### src/rtl/regfile_dump_reader.sv
`default_nettype none
// ============================================================================
// Module   : regfile_dump_reader
// Brief    : Walks a register-file address range through one read port and
//            streams each snapshotted word out over valid/ready.
// Revision : 1.0 - initial release
// ============================================================================
module regfile_dump_reader #(
    parameter int DATA_WIDTH = 32,
    parameter int ADDR_WIDTH = 5,
    parameter int REG_COUNT  = 32
) (
    input  logic                  CLK,
    input  logic                  rst,
    input  logic                  start,
    input  logic [ADDR_WIDTH-1:0] lo_addr,
    input  logic [ADDR_WIDTH-1:0] hi_addr,
    output logic [ADDR_WIDTH-1:0] rf_addr,
    input  logic [DATA_WIDTH-1:0] rf_data,
    output logic                  out_valid,
    input  logic                  out_ready,
    output logic [DATA_WIDTH-1:0] out_data,
    output logic [ADDR_WIDTH-1:0] out_addr,
    output logic                  busy,
    output logic                  done,
    output logic [ADDR_WIDTH:0]   word_cnt
);

    typedef enum logic [1:0] {
        S_IDLE = 2'd0,
        S_READ = 2'd1,
        S_HOLD = 2'd2,
        S_DONE = 2'd3
    } state_t;

    localparam logic [ADDR_WIDTH-1:0] LAST_REG = ADDR_WIDTH'(REG_COUNT - 1);

    state_t                  state_q,     state_d;
    logic [ADDR_WIDTH-1:0]   cur_q,       cur_d;
    logic [ADDR_WIDTH-1:0]   hi_q,        hi_d;
    logic                    out_valid_q, out_valid_d;
    logic [DATA_WIDTH-1:0]   out_data_q,  out_data_d;
    logic [ADDR_WIDTH-1:0]   out_addr_q,  out_addr_d;
    logic                    busy_q,      busy_d;
    logic                    done_q,      done_d;
    logic [ADDR_WIDTH:0]     word_cnt_q,  word_cnt_d;
    logic [ADDR_WIDTH-1:0]   hi_clamped;

    always_comb begin
        hi_clamped  = (hi_addr > LAST_REG) ? LAST_REG : hi_addr;
        state_d     = state_q;
        cur_d       = cur_q;
        hi_d        = hi_q;
        out_valid_d = out_valid_q;
        out_data_d  = out_data_q;
        out_addr_d  = out_addr_q;
        word_cnt_d  = word_cnt_q;

        case (state_q)
            S_IDLE: begin
                if (start) begin
                    hi_d       = hi_clamped;
                    word_cnt_d = '0;
                    // Empty range leaves cur (and so rf_addr) untouched, which
                    // also keeps an out-of-range lo_addr off the read port.
                    if (lo_addr > hi_clamped) begin
                        state_d = S_DONE;
                    end else begin
                        cur_d   = lo_addr;
                        state_d = S_READ;
                    end
                end
            end
            S_READ: begin
                out_data_d  = rf_data;
                out_addr_d  = cur_q;
                out_valid_d = 1'b1;
                state_d     = S_HOLD;
            end
            S_HOLD: begin
                if (out_ready) begin
                    word_cnt_d  = word_cnt_q + 1'b1;
                    out_valid_d = 1'b0;
                    if (cur_q == hi_q) begin
                        state_d = S_DONE;
                    end else begin
                        cur_d   = cur_q + 1'b1;
                        state_d = S_READ;
                    end
                end
            end
            S_DONE: begin
                state_d = S_IDLE;
            end
            default: begin
                state_d = S_IDLE;
            end
        endcase

        // Status flags describe the state being entered so they come out registered.
        busy_d = (state_d == S_READ) || (state_d == S_HOLD);
        done_d = (state_d == S_DONE);
    end

    always_ff @(posedge CLK) begin
        if (rst) begin
            state_q     <= S_IDLE;
            cur_q       <= '0;
            hi_q        <= '0;
            out_valid_q <= 1'b0;
            out_data_q  <= '0;
            out_addr_q  <= '0;
            busy_q      <= 1'b0;
            done_q      <= 1'b0;
            word_cnt_q  <= '0;
        end else begin
            state_q     <= state_d;
            cur_q       <= cur_d;
            hi_q        <= hi_d;
            out_valid_q <= out_valid_d;
            out_data_q  <= out_data_d;
            out_addr_q  <= out_addr_d;
            busy_q      <= busy_d;
            done_q      <= done_d;
            word_cnt_q  <= word_cnt_d;
        end
    end

    assign rf_addr   = cur_q;
    assign out_valid = out_valid_q;
    assign out_data  = out_data_q;
    assign out_addr  = out_addr_q;
    assign busy      = busy_q;
    assign done      = done_q;
    assign word_cnt  = word_cnt_q;

endmodule
`default_nettype wire

### config.mk
export PLATFORM = sky130hd
export DESIGN_NAME = regfile_dump_reader
export DESIGN_NICKNAME = d
export VERILOG_FILES = /design/src/rtl/regfile_dump_reader.sv
export SDC_FILE = /design/constraint.sdc
export NUM_CORES = 1
export LEC_CHECK = 0
export BUFFER_PORTS_ARGS = -buffer_cell sky130_fd_sc_hd__buf_2
export CAP_MARGIN = 10
export CORE_MARGIN = 3
export CORE_UTILIZATION = 40
export CTS_BUF_LIST = sky130_fd_sc_hd__clkbuf_8 sky130_fd_sc_hd__clkbuf_16
export DETAILED_ROUTE_END_ITERATION = 10
export GPL_TIMING_DRIVEN = 0
export PLACE_DENSITY = 0.72
export SYNTH_ARGS = -nofsm -noshare
export SYNTH_HDL_FRONTEND = slang
export SYNTH_SLANG_ARGS = --single-unit
### constraint.sdc
create_clock -name CLK -period 1.7 [get_ports CLK]
set_input_delay 0.255 -clock CLK [delete_from_list [all_inputs] [get_ports CLK]]
set_output_delay 0.255 -clock CLK [all_outputs]
set_load 0.05 [all_outputs]
==> summary.txt <==
Pwr
  • Power density over the cells: 1180 mW/mm^2
  • Largest vdd supply drop: 0.501 mV
  • Leakage power total: 1.53 nW
  • Total power: 3.91 mW

Timing
  • Max Freq: 594 MHz
  • Hold Fails Final Rpt: 0
  • Max-slew violations: 0
  • Final cycle utilization of the critical path: 0.990
  • Setup repair after global routing missed its margin: yes
  • Slew @ Worst Pin: 542 ps
  • Min cycle time layout: 1680 ps
  • Setup violators final: 0
  • Worst slew margin: 0.639
  • Worst Skew: 10.6 ps

Clock network
  • Clk_lat worst skew: 330 ps
  • Root Driver: clkbuf_8
  • CTS tree: done
  • H-tree depth: 3
  • Clk sink count: 58
  • Clock Path Buffers: 2
  • Reg clk slew, reported paths: 70 ps
  • Num CTS Buffers: 9

Yosys
  • Synth area leaders: dfxtp_1, nand2_1, a21oi_1
  • Commonest cells post-synth: nand2_1, dfxtp_1, a21oi_1
  • Post-synthesis sequential area ratio: 0.483
  • Dominant cell type by area after synthesis: dfxtp_1
  • Synth Flop Type: dfxtp_1
  • Synth top area share: 0.483
  • EDFF count, synth: 0
  • Syn. warnings: 0
  • Cell area after synthesis: 0.00240 sq mm
  • Count leader, synth: nand2_1
  • Unique cell type count in the Yosys netlist: 41
  • Asr flop ratio synth: 0
  • Post-Synthesis Cells: 293
  • Syn nets: 347
  • Yosys reg bits: 58
  • Syn avg cell area: 8.20 sq um

Floorplan
  • Row Count: 27
  • Ports: 97
  • Starting Density: 0.426
  • Die area: 0.00697 sq mm
  • Die width: 83.5 um
  • Core box area: 0.00564 sq mm
  • Die height: 83.5 um

Place
  • Post-DP Area: 0.00303 sq mm
  • I/O Buffers: 96
  • Detailed-placement wirelength estimate: 4.45 mm
  • GPL Wtd Cong: 0.914

Detailed routing
  • DR vias: 2349
  • Number of DRC markers in iteration 0: 123
  • Routed Antenna Nets: 0
  • Wirelength per Cell: 13.0 um
  • # DRC: 0
  • Via density: 4.90
  • Routed WL: 6.24 mm
  • DRT Pass-1 Iters: 4

Global routing
  • Gr usage total: 0.184
  • Number of global-route vias before repair: 2219
  • First-pass GRT wire length: 10.4 mm
  • Initial antenna violation count: 0
  • Pin count of the biggest net entering global routing: 11
  • Total gr overflow: 0

Layout
  • Post-route cell area: 0.00332 sq mm
  • Area growth syn-to-layout: 38.2%
  • FILL cells: 538
  • Final nets: 456
  • Inserted Diodes: 0
  • Fin util: 0.589
  • Fraction of layout cells with a size suffix above 1: 0.364

Worst setup path
  • Worst EP required: 1900 ps
  • CP Max Fanout: 2
  • Critical path capture point type: flip-flop
  • Critical path type: reg2reg
  • Critical Path AT: 1880 ps
  • Crit start category: flip-flop

Outcome
  • Status: completed

Job
  • Max Cap Viol: 0

Hold path
  • Tightest Hold Check Type: in2reg
[cell type report]
type | instances | area [sq um] | share of cell area
Sequential cell | 58 | 1180 | 0.356
Multi-Input combinational cell | 210 | 1230 | 0.371
Clock inverter | 4 | 48.8 | 0.0147
Inverter | 9 | 36.3 | 0.0109
Timing Repair Buffer | 99 | 503 | 0.151
Tap cell | 72 | 90.1 | 0.0271
Buffer | 15 | 62.6 | 0.0188
Clock buffer | 12 | 165 | 0.0497
[state kept, by name, indices dropped and copies added, names as in the netlist]
register and flops:
busy 1, done 1, hi_q 5, out_addr 5, out_data 32, out_valid 1
rf_addr 5, state_q 2, word_cnt 6
[worst max-delay path, stage by stage (launching register included)]
cell and delay (ps):
dfxtp_4 360, xnor2_2 170, nand3_2 110, o311a_4 320
a211oi_2 220, ha_1 250, nor2b_1 120
[stage by stage]
step	instances	setup TNS, ps	setup slack, ps	hold WS (ps)
2_1_floorplan	293	-3.76	-3.76	391
6_report	479	0	16.8	156
3_3_place_gp	461	-1400	-223	439
3_5_place_dp	461	-2590	-307	444
4_1_cts	480	0	0.657	142
5_1_grt	479	-194	-83.5	142
[report_power, final]
group	total [mW]	internal [mW]	switching (mW)
Sequential	1.56	1.48	0.0868
Clock	1.32	0.794	0.531
Combinational	1.02	0.328	0.696
Total	3.91	2.60	1.31
[routing by layer]
layer | vias to the layer above | global-route usage | routed length [um]
li1 | 1206 | - | -
met1 | 1050 | 0.233 | 2820
met2 | 77 | 0.289 | 2860
met3 | 16 | 0.0484 | 387
met4 | 0 | 0.0950 | 170
met5 | - | 0 | 0
[cell usage in the layout (no fill, tap or decap), types with 2 or more instances in the layout]
master | Yosys | routed
a21oi_1 | 48 | 48
and4_1 | 2 | 2
buf_2 | 1 | 96
buf_4 | 0 | 3
clkbuf_1 | 14 | 9
clkbuf_2 | 0 | 5
clkbuf_8 | 0 | 12
clkinv_2 | 0 | 2
dfxtp_1 | 58 | 49
dfxtp_2 | 0 | 5
dfxtp_4 | 0 | 4
ha_1 | 8 | 7
inv_1 | 8 | 8
mux2i_1 | 2 | 2
nand2_1 | 78 | 78
nand2b_1 | 5 | 5
nand3_1 | 6 | 4
nand3_2 | 1 | 3
nand4_1 | 2 | 2
nor2_1 | 18 | 18
nor2b_1 | 4 | 4
nor3_1 | 2 | 2
o32ai_1 | 3 | 2
or2b_1 | 3 | 3
xnor2_2 | 0 | 3
xor2_1 | 5 | 5
[worst paths after layout]
check             slack (ps)                   endpoint                      start  cells past startpoint
setup / recovery          20            busy$_SDFF_PP0_    rf_addr[2]$_SDFFE_PP0P_                      6
hold / removal           160  out_data[18]$_SDFFE_PP0P_                rf_data[18]                      3
setup reg to reg          20            busy$_SDFF_PP0_    rf_addr[2]$_SDFFE_PP0P_                      6
hold reg to reg          450  out_data[28]$_SDFFE_PP0P_  out_data[28]$_SDFFE_PP0P_                      2
[repair_timing]
item,4_1_cts,5_1_grt
pin swaps,4,4
setup endpoints to repair,26,27
setup buffers,3,0
gates resized for setup,13,10
hold buffers,0,0
[cell families after synthesis]
group | count (synthesis) | synth area share
DFF | 58 | 0.483
muxes | 2 | 0.00833
buffers and inverters | 25 | 0.0396
and+or+nand+nor | 130 | 0.248
AOI/OAI and AO/OA | 61 | 0.146
adders and majority gates | 8 | 0.0417
xor gates and xnor gates | 9 | 0.0328
Power figures use the tool's default switching activity.
